<file path="src/rtl/booth_seq_multiplier.sv">
// Sequential signed Booth multiplier, one recoding step per clock, start/busy/done handshake.
// Define BOOTH_RADIX4_EN for modified-Booth radix-4 steps (WIDTH/2 cycles instead of WIDTH).
module booth_seq_multiplier #(
    parameter int WIDTH = 8
) (
    input  logic                 clk,
    input  logic                 rst_n,
    input  logic                 start,
    input  logic [WIDTH-1:0]     m,
    input  logic [WIDTH-1:0]     q,
    output logic                 busy,
    output logic                 done,
    output logic [2*WIDTH-1:0]   product
);

`ifdef BOOTH_RADIX4_EN
    localparam int STEPS = WIDTH / 2;
`else
    localparam int STEPS = WIDTH;
`endif
    localparam int CW = $clog2(STEPS) + 1;

    typedef enum logic [1:0] {IDLE, RUN, DONE} state_t;

    state_t             state;
    logic [WIDTH+1:0]   acc;
    logic [WIDTH+1:0]   mreg;
    logic [WIDTH-1:0]   qreg;
    logic               qm1;
    logic [CW-1:0]      count;

    logic [WIDTH+1:0]   acc_sum;
    logic [WIDTH+1:0]   acc_next;
    logic [WIDTH-1:0]   q_next;
    logic               qm1_next;
    logic [WIDTH+1:0]   m_twice;

    assign m_twice = {mreg[WIDTH:0], 1'b0};

    // Two guard bits on the accumulator keep +/-2M and the most-negative square in range.
    always_comb begin
        acc_sum  = acc;
        acc_next = acc;
        q_next   = qreg;
        qm1_next = qm1;
`ifdef BOOTH_RADIX4_EN
        case ({qreg[1:0], qm1})
            3'b001, 3'b010: acc_sum = acc + mreg;
            3'b011:         acc_sum = acc + m_twice;
            3'b100:         acc_sum = acc - m_twice;
            3'b101, 3'b110: acc_sum = acc - mreg;
            default:        acc_sum = acc;
        endcase
        acc_next = {{2{acc_sum[WIDTH+1]}}, acc_sum[WIDTH+1:2]};
        q_next   = {acc_sum[1:0], qreg[WIDTH-1:2]};
        qm1_next = qreg[1];
`else
        case ({qreg[0], qm1})
            2'b01:   acc_sum = acc + mreg;
            2'b10:   acc_sum = acc - mreg;
            default: acc_sum = acc;
        endcase
        acc_next = {acc_sum[WIDTH+1], acc_sum[WIDTH+1:1]};
        q_next   = {acc_sum[0], qreg[WIDTH-1:1]};
        qm1_next = qreg[0];
`endif
    end

    always_ff @(posedge clk or negedge rst_n) begin
        if (!rst_n) begin
            state   <= IDLE;
            busy    <= 1'b0;
            done    <= 1'b0;
            product <= '0;
            acc     <= '0;
            mreg    <= '0;
            qreg    <= '0;
            qm1     <= 1'b0;
            count   <= '0;
        end else begin
            case (state)
                IDLE, DONE: begin
                    done <= 1'b0;
                    if (start) begin
                        state <= RUN;
                        busy  <= 1'b1;
                        acc   <= '0;
                        mreg  <= {{2{m[WIDTH-1]}}, m};
                        qreg  <= q;
                        qm1   <= 1'b0;
                        count <= '0;
                    end else begin
                        state <= IDLE;
                        busy  <= 1'b0;
                    end
                end
                RUN: begin
                    acc   <= acc_next;
                    qreg  <= q_next;
                    qm1   <= qm1_next;
                    count <= count + 1'b1;
                    // The final step's result is loaded straight into product on the same edge.
                    if (count == CW'(STEPS - 1)) begin
                        state   <= DONE;
                        busy    <= 1'b0;
                        done    <= 1'b1;
                        product <= {acc_next[WIDTH-1:0], q_next};
                    end
                end
                default: begin
                    state <= IDLE;
                    busy  <= 1'b0;
                    done  <= 1'b0;
                end
            endcase
        end
    end

endmodule

</file>
<file path="config.mk">
export PLATFORM = sky130hd
export DESIGN_NAME = booth_seq_multiplier
export DESIGN_NICKNAME = d
export VERILOG_FILES = /design/src/rtl/booth_seq_multiplier.sv
export SDC_FILE = /design/constraint.sdc
export NUM_CORES = 1
export LEC_CHECK = 0
export ABC_AREA = 1
export CORE_MARGIN = 3
export CORE_UTILIZATION = 43
export CTS_BUF_LIST = sky130_fd_sc_hd__clkbuf_2
export DETAILED_ROUTE_END_ITERATION = 8
export PLACE_DENSITY = 0.64
export SLEW_MARGIN = 20
export SYNTH_ARGS = -nofsm -noshare
export SYNTH_HDL_FRONTEND = slang
export SYNTH_SLANG_ARGS = --single-unit
</file>
<file path="constraint.sdc">
create_clock -name clk -period 4.5 [get_ports clk]
set_clock_uncertainty 0.1 [all_clocks]
set_input_delay 0.9 -clock clk [delete_from_list [all_inputs] [get_ports clk]]
set_output_delay 0.9 -clock clk [all_outputs]
set_load 0.02 [all_outputs]
</file>
# Word level (Yosys, flattened, before mapping)
# Cells that the tools add are included.
# Widths: inputs -> output; s select.
[op_classes]
n_addsub = 3
eq_ne = 7
mux = 17
n_reduce_logical = 6
[op_table]
columns = ["cell", "n"]
rows = [
  ["$pmux 10 s2", 2],
  ["$pmux 8 s2", 1],
  ["$add 10x10->10", 1],
  ["$mux 10", 1],
  ["$sub 10x10->10", 1],
  ["$mux 8", 1],
  ["$pmux 4 s2", 1],
  ["$mux 1", 6],
  ["$reduce_and 2->1", 3],
  ["$add 4x1->4 const B", 1],
  ["$eq 2x1->1 const B", 2],
  ["$eq 2x2->1 const B", 2],
  ["$eq 4x3->1 const B", 1],
  ["$mux 4", 1],
  ["$ne 2x2->1 const B", 2],
  ["$pmux 1 s2", 2],
  ["$pmux 2 s2", 1],
  ["$logic_not 2->1", 1],
  ["$mux 2", 1],
  ["$reduce_bool 2->1", 1],
  ["$reduce_or 2->1", 1],
]
[totals]
register_bits = 51
input_bits = 19
out_inout_bits = 18
wordCells = 42

# Logic depth before layout (Yosys ltp)
[logic_depth]
word_depth = 4
mapped_depth = 19
depth_no_buf = 19

# Least setup slack after synthesis
# OpenSTA, ideal clock, no wires.
[synth_timing]
kind = "reg-to-reg"
startpoint = "register mreg[0]"
endpoint = "register acc[8]"
setup_time_ns = 0.121
arrival_time_ns = 2.128
t_required_ns = 4.279
setup_slack_ns = 2.151
path_stages_with_launch = 20
path_buffers = 0
synth_period_minus_slack_ns = 2.349
cell_sequence = "dfrtp_1 -> inv_1 -> ha_1 -> inv_1 -> nor2_1 -> inv_1 -> nor3_1 -> a21oi_1 -> xor2_1 -> inv_1 -> ha_1 -> nand2_1 -> nor2_1 -> nand2_1 -> nor2_1 -> nor2_1 -> inv_1 -> nand2_1 -> nand3_1 -> nand2_1"
[synth_between]
elab_chain_cells = 3
elab_cells_between_ends = 4
cone_classes = "add/sub (2); mux (2)"
[synth_rtl]
columns = ["element", "line", "rtl"]
rows = [
  ["start: declaration", "27", "logic [WIDTH+1:0] mreg;"],
  ["start signal: assignment", "88", "mreg <= {{2{m[WIDTH-1]}}, m};"],
  ["$sub 10x10->10 or $add 10x10->10 (tied branches)", "60, 59", ""],
  ["$pmux 10 s2 (*)", "58", "case ({qreg[0], qm1})"],
  ["$pmux 10 s2 (*)", "81", "case (state)"],
  ["end signal: assignment", "98", "acc <= acc_next;"],
  ["end: declaration", "26", "logic [WIDTH+1:0] acc;"],
]
# Every way passes the cells marked *; elsewhere a longest branch is shown, timed or not.
# A chain may end at the register's enable or synchronous reset.

# Final worst setup path
# Same ends and word-level chain as after synthesis.

==> out/qor.txt <==
Synth Area per Inst: 8.24 sq um
# Post-CTS Setup Buffers: 0
crit path max fanout: 5
commonest non-fill, non-tap cell in the layout: nand2_1
routed wire length: 5630 um
Slew @ Worst Pin: 0.525 ns
most used routing layer: met2
GRT Overall Usage: 0.164
Worst Path Arrival: 3.11 ns
maximum number of pins on one net before global-route repair: 32
outcome: completed
Post-Syn Area: 2760 sq um
FF-to-FF End: acc[8]
chip height: 86.1 um
RSZ-0062 raised after global routing: false
CP top delay family: simple AND/OR/NAND/NOR gates
vias in the first global route: 2,055
CP Buf/Inv Count: 4
Tmin final: 2.86 ns
CTS Buf Count: 5
PortBufs: 36
# hold bufs at CTS: 0
CTS Sinks: 49
Max-Cap Viols: 0
Seq/Total Area, Yosys: 0.444
# rows: 28
fin nets: 402
crit-path max cell delay: 0.46 ns
vias per cell: 4.95
crit-path cells: inv_1, ha_1, inv_1, nor2_1, inv_1, nor3_1, a21oi_1, xor2_1, inv_1, ha_1, nand2_1, nand2_1, a21oi_1, nand2_1, nor2_1, nand3_1, nand3_1, nand2_1
Final setup viols: 0
Iteration-0 DRC Markers: 93
CTS H-tree lvls: 2
Max-slew headroom: 0.649
reg2reg setup slack: 1.64 ns
diode count: 0
Root Driver: clkbuf_2
Data required, critical path: 4.75 ns
die width: 86.1 um
core region area: 6060 sq um
DRC Markers: 0
kind of end point of the critical path: flip-flop
Routed Antenna Nets: 0
max-slew violation count: 0
die area: 7410 sq um
Final HPWL DP: 4260 um
Syn Inst Count: 335
crit share post-route: 0.636
WL/cell: 12.6 um
Setup TNS Final: 0 ns
DR vias: 2,207
final core utilization: 0.528
initial antenna violation count: 0
library cells used by synthesis: 35
first drt pass iteration count: 4
Ys Warns: 0
commonest non-fill, non-tap cells in the layout: nand2_1, dfrtp_1, inv_1
Seq cells post-synth: 49
clock buffer depth: 2
Setup Crit Path Kind: flip-flop to flip-flop
crit path max-delay cell type: dfrtp_1
clk slew on worst S/H paths: 0.26 ns
io pins: 37
GR Util met2: 0.256
fmax: 0.349 GHz
worst min path class: input pin to asynchronous set/reset pin
Area Growth Syn to Fin: 16.0%
Reg2Reg Depth: 18
startpoint types: flip-flop
CTS tree: built
met3 usage: 0.0327
Skew-Pair Late Insertion Delay: 0.44 ns
r2r startpoint: mreg[0]
CTS resizes: 0
initial core utilization: 0.455
first-pass GRT wire length: 9630 um
gr ovfl total: 0
layout cells sized above 1: 0.0970
syn nets: 367
final hold vios: 0
GP Congestion: 0.847
GR Layer Usage met1: 0.230
## metrics by stage
step | instances | setup slack, ns | cell area, sq um | hold slack (ns)
2_1_floorplan | 335 | 2.15 | 2760 | 0.370
3_3_place_gp | 438 | 1.62 | 3160 | 0.357
3_5_place_dp | 438 | 1.55 | 3160 | 0.358
4_1_cts | 446 | 1.65 | 3200 | 0.237
5_1_grt | 446 | 1.33 | 3200 | 0.213
6_report | 446 | 1.64 | 3200 | 0.231
## cell usage after synthesis
cell	number	area share
nand2_1	93	0.13
inv_1	40	0.054
or2_2	1	0.0023
fa_1	1	0.0073
buf_2	5	0.0091
o21ai_2	7	0.022
dfrtp_1	49	0.44
nand3_1	26	0.047
nor4_1	1	0.0023
a22oi_1	1	0.0027
o22ai_1	5	0.011
a21oi_1	18	0.033
nor2_8	2	0.015
nand3b_1	2	0.0054
a31oi_1	1	0.0023
inv_4	1	0.0023
o21a_1	1	0.0027
buf_6	2	0.0082
nor3_1	2	0.0036
nand4_1	1	0.0023
mux2_2	3	0.012
clkbuf_1	1	0.0014
ha_1	12	0.054
inv_6	1	0.0032
xor2_1	5	0.016
nor2_4	2	0.0082
nand2_2	8	0.018
o21ai_1	1	0.0018
clkinv_1	1	0.0014
o21ai_0	13	0.024
buf_4	1	0.0027
inv_2	1	0.0014
o221ai_1	7	0.022
nor2_1	18	0.024
o211ai_1	2	0.0054
## metal layers
layer | routed length, um | part of all wire
met5 | 0 | 0
met2 | 2530 | 0.45
met4 | 82 | 0.015
met3 | 183 | 0.033
met1 | 2830 | 0.50
## worst reg2reg max path: stages, from the launching register on
cell     delay [ns]
dfrtp_1        0.46
inv_1          0.14
ha_1           0.17
inv_1          0.05
nor2_1         0.13
inv_1          0.07
nor3_1         0.22
a21oi_1        0.12
xor2_1         0.17
inv_1          0.06
ha_1           0.34
nand2_1        0.08
nand2_1        0.06
a21oi_1        0.13
nand2_1        0.06
nor2_1         0.16
nand3_1        0.10
nand3_1        0.08
nand2_1        0.05
## cell type report
class / instances / area (sq um)
Fill cell: 613 / 2860
Multi-Input combinational cell: 233 / 1300
Sequential cell: 49 / 1230
Timing Repair Buffer: 37 / 363
Inverter: 44 / 173
Tap cell: 75 / 93.8
Clock buffer: 6 / 30.0
Clock inverter: 2 / 13.8
## sequential cells by signal, indices dropped and copies added, names as in the netlist
register	count
busy	1
mreg	8
product	16
qreg	8
state	1
count	4
done	1
acc	9
qm1	1
## kinds of logic after synthesis
family	count (synthesis)	synth area share
DFF	49	0.444
AOI/OAI and AO/OA	56	0.127
muxes	3	0.0122
xor gates and xnor gates	5	0.0159
adders and majority gates	13	0.0617
and+or+nand+nor	156	0.255
buffers and inverters	53	0.0839
## worst max path at each step
stage / end / startpoint / cells past startpoint
2_1_floorplan: acc[8] / mreg[0] / 19
3_3_place_gp: acc[2] / start / 6
3_5_place_dp: acc[2] / start / 6
4_1_cts: acc[8] / mreg[0] / 18
5_1_grt: acc[8] / mreg[0] / 19
6_report: acc[8] / mreg[0] / 18
Power is not shown: default switching activity piles up to over one toggle a cycle in this logic, so the estimate is an artifact.
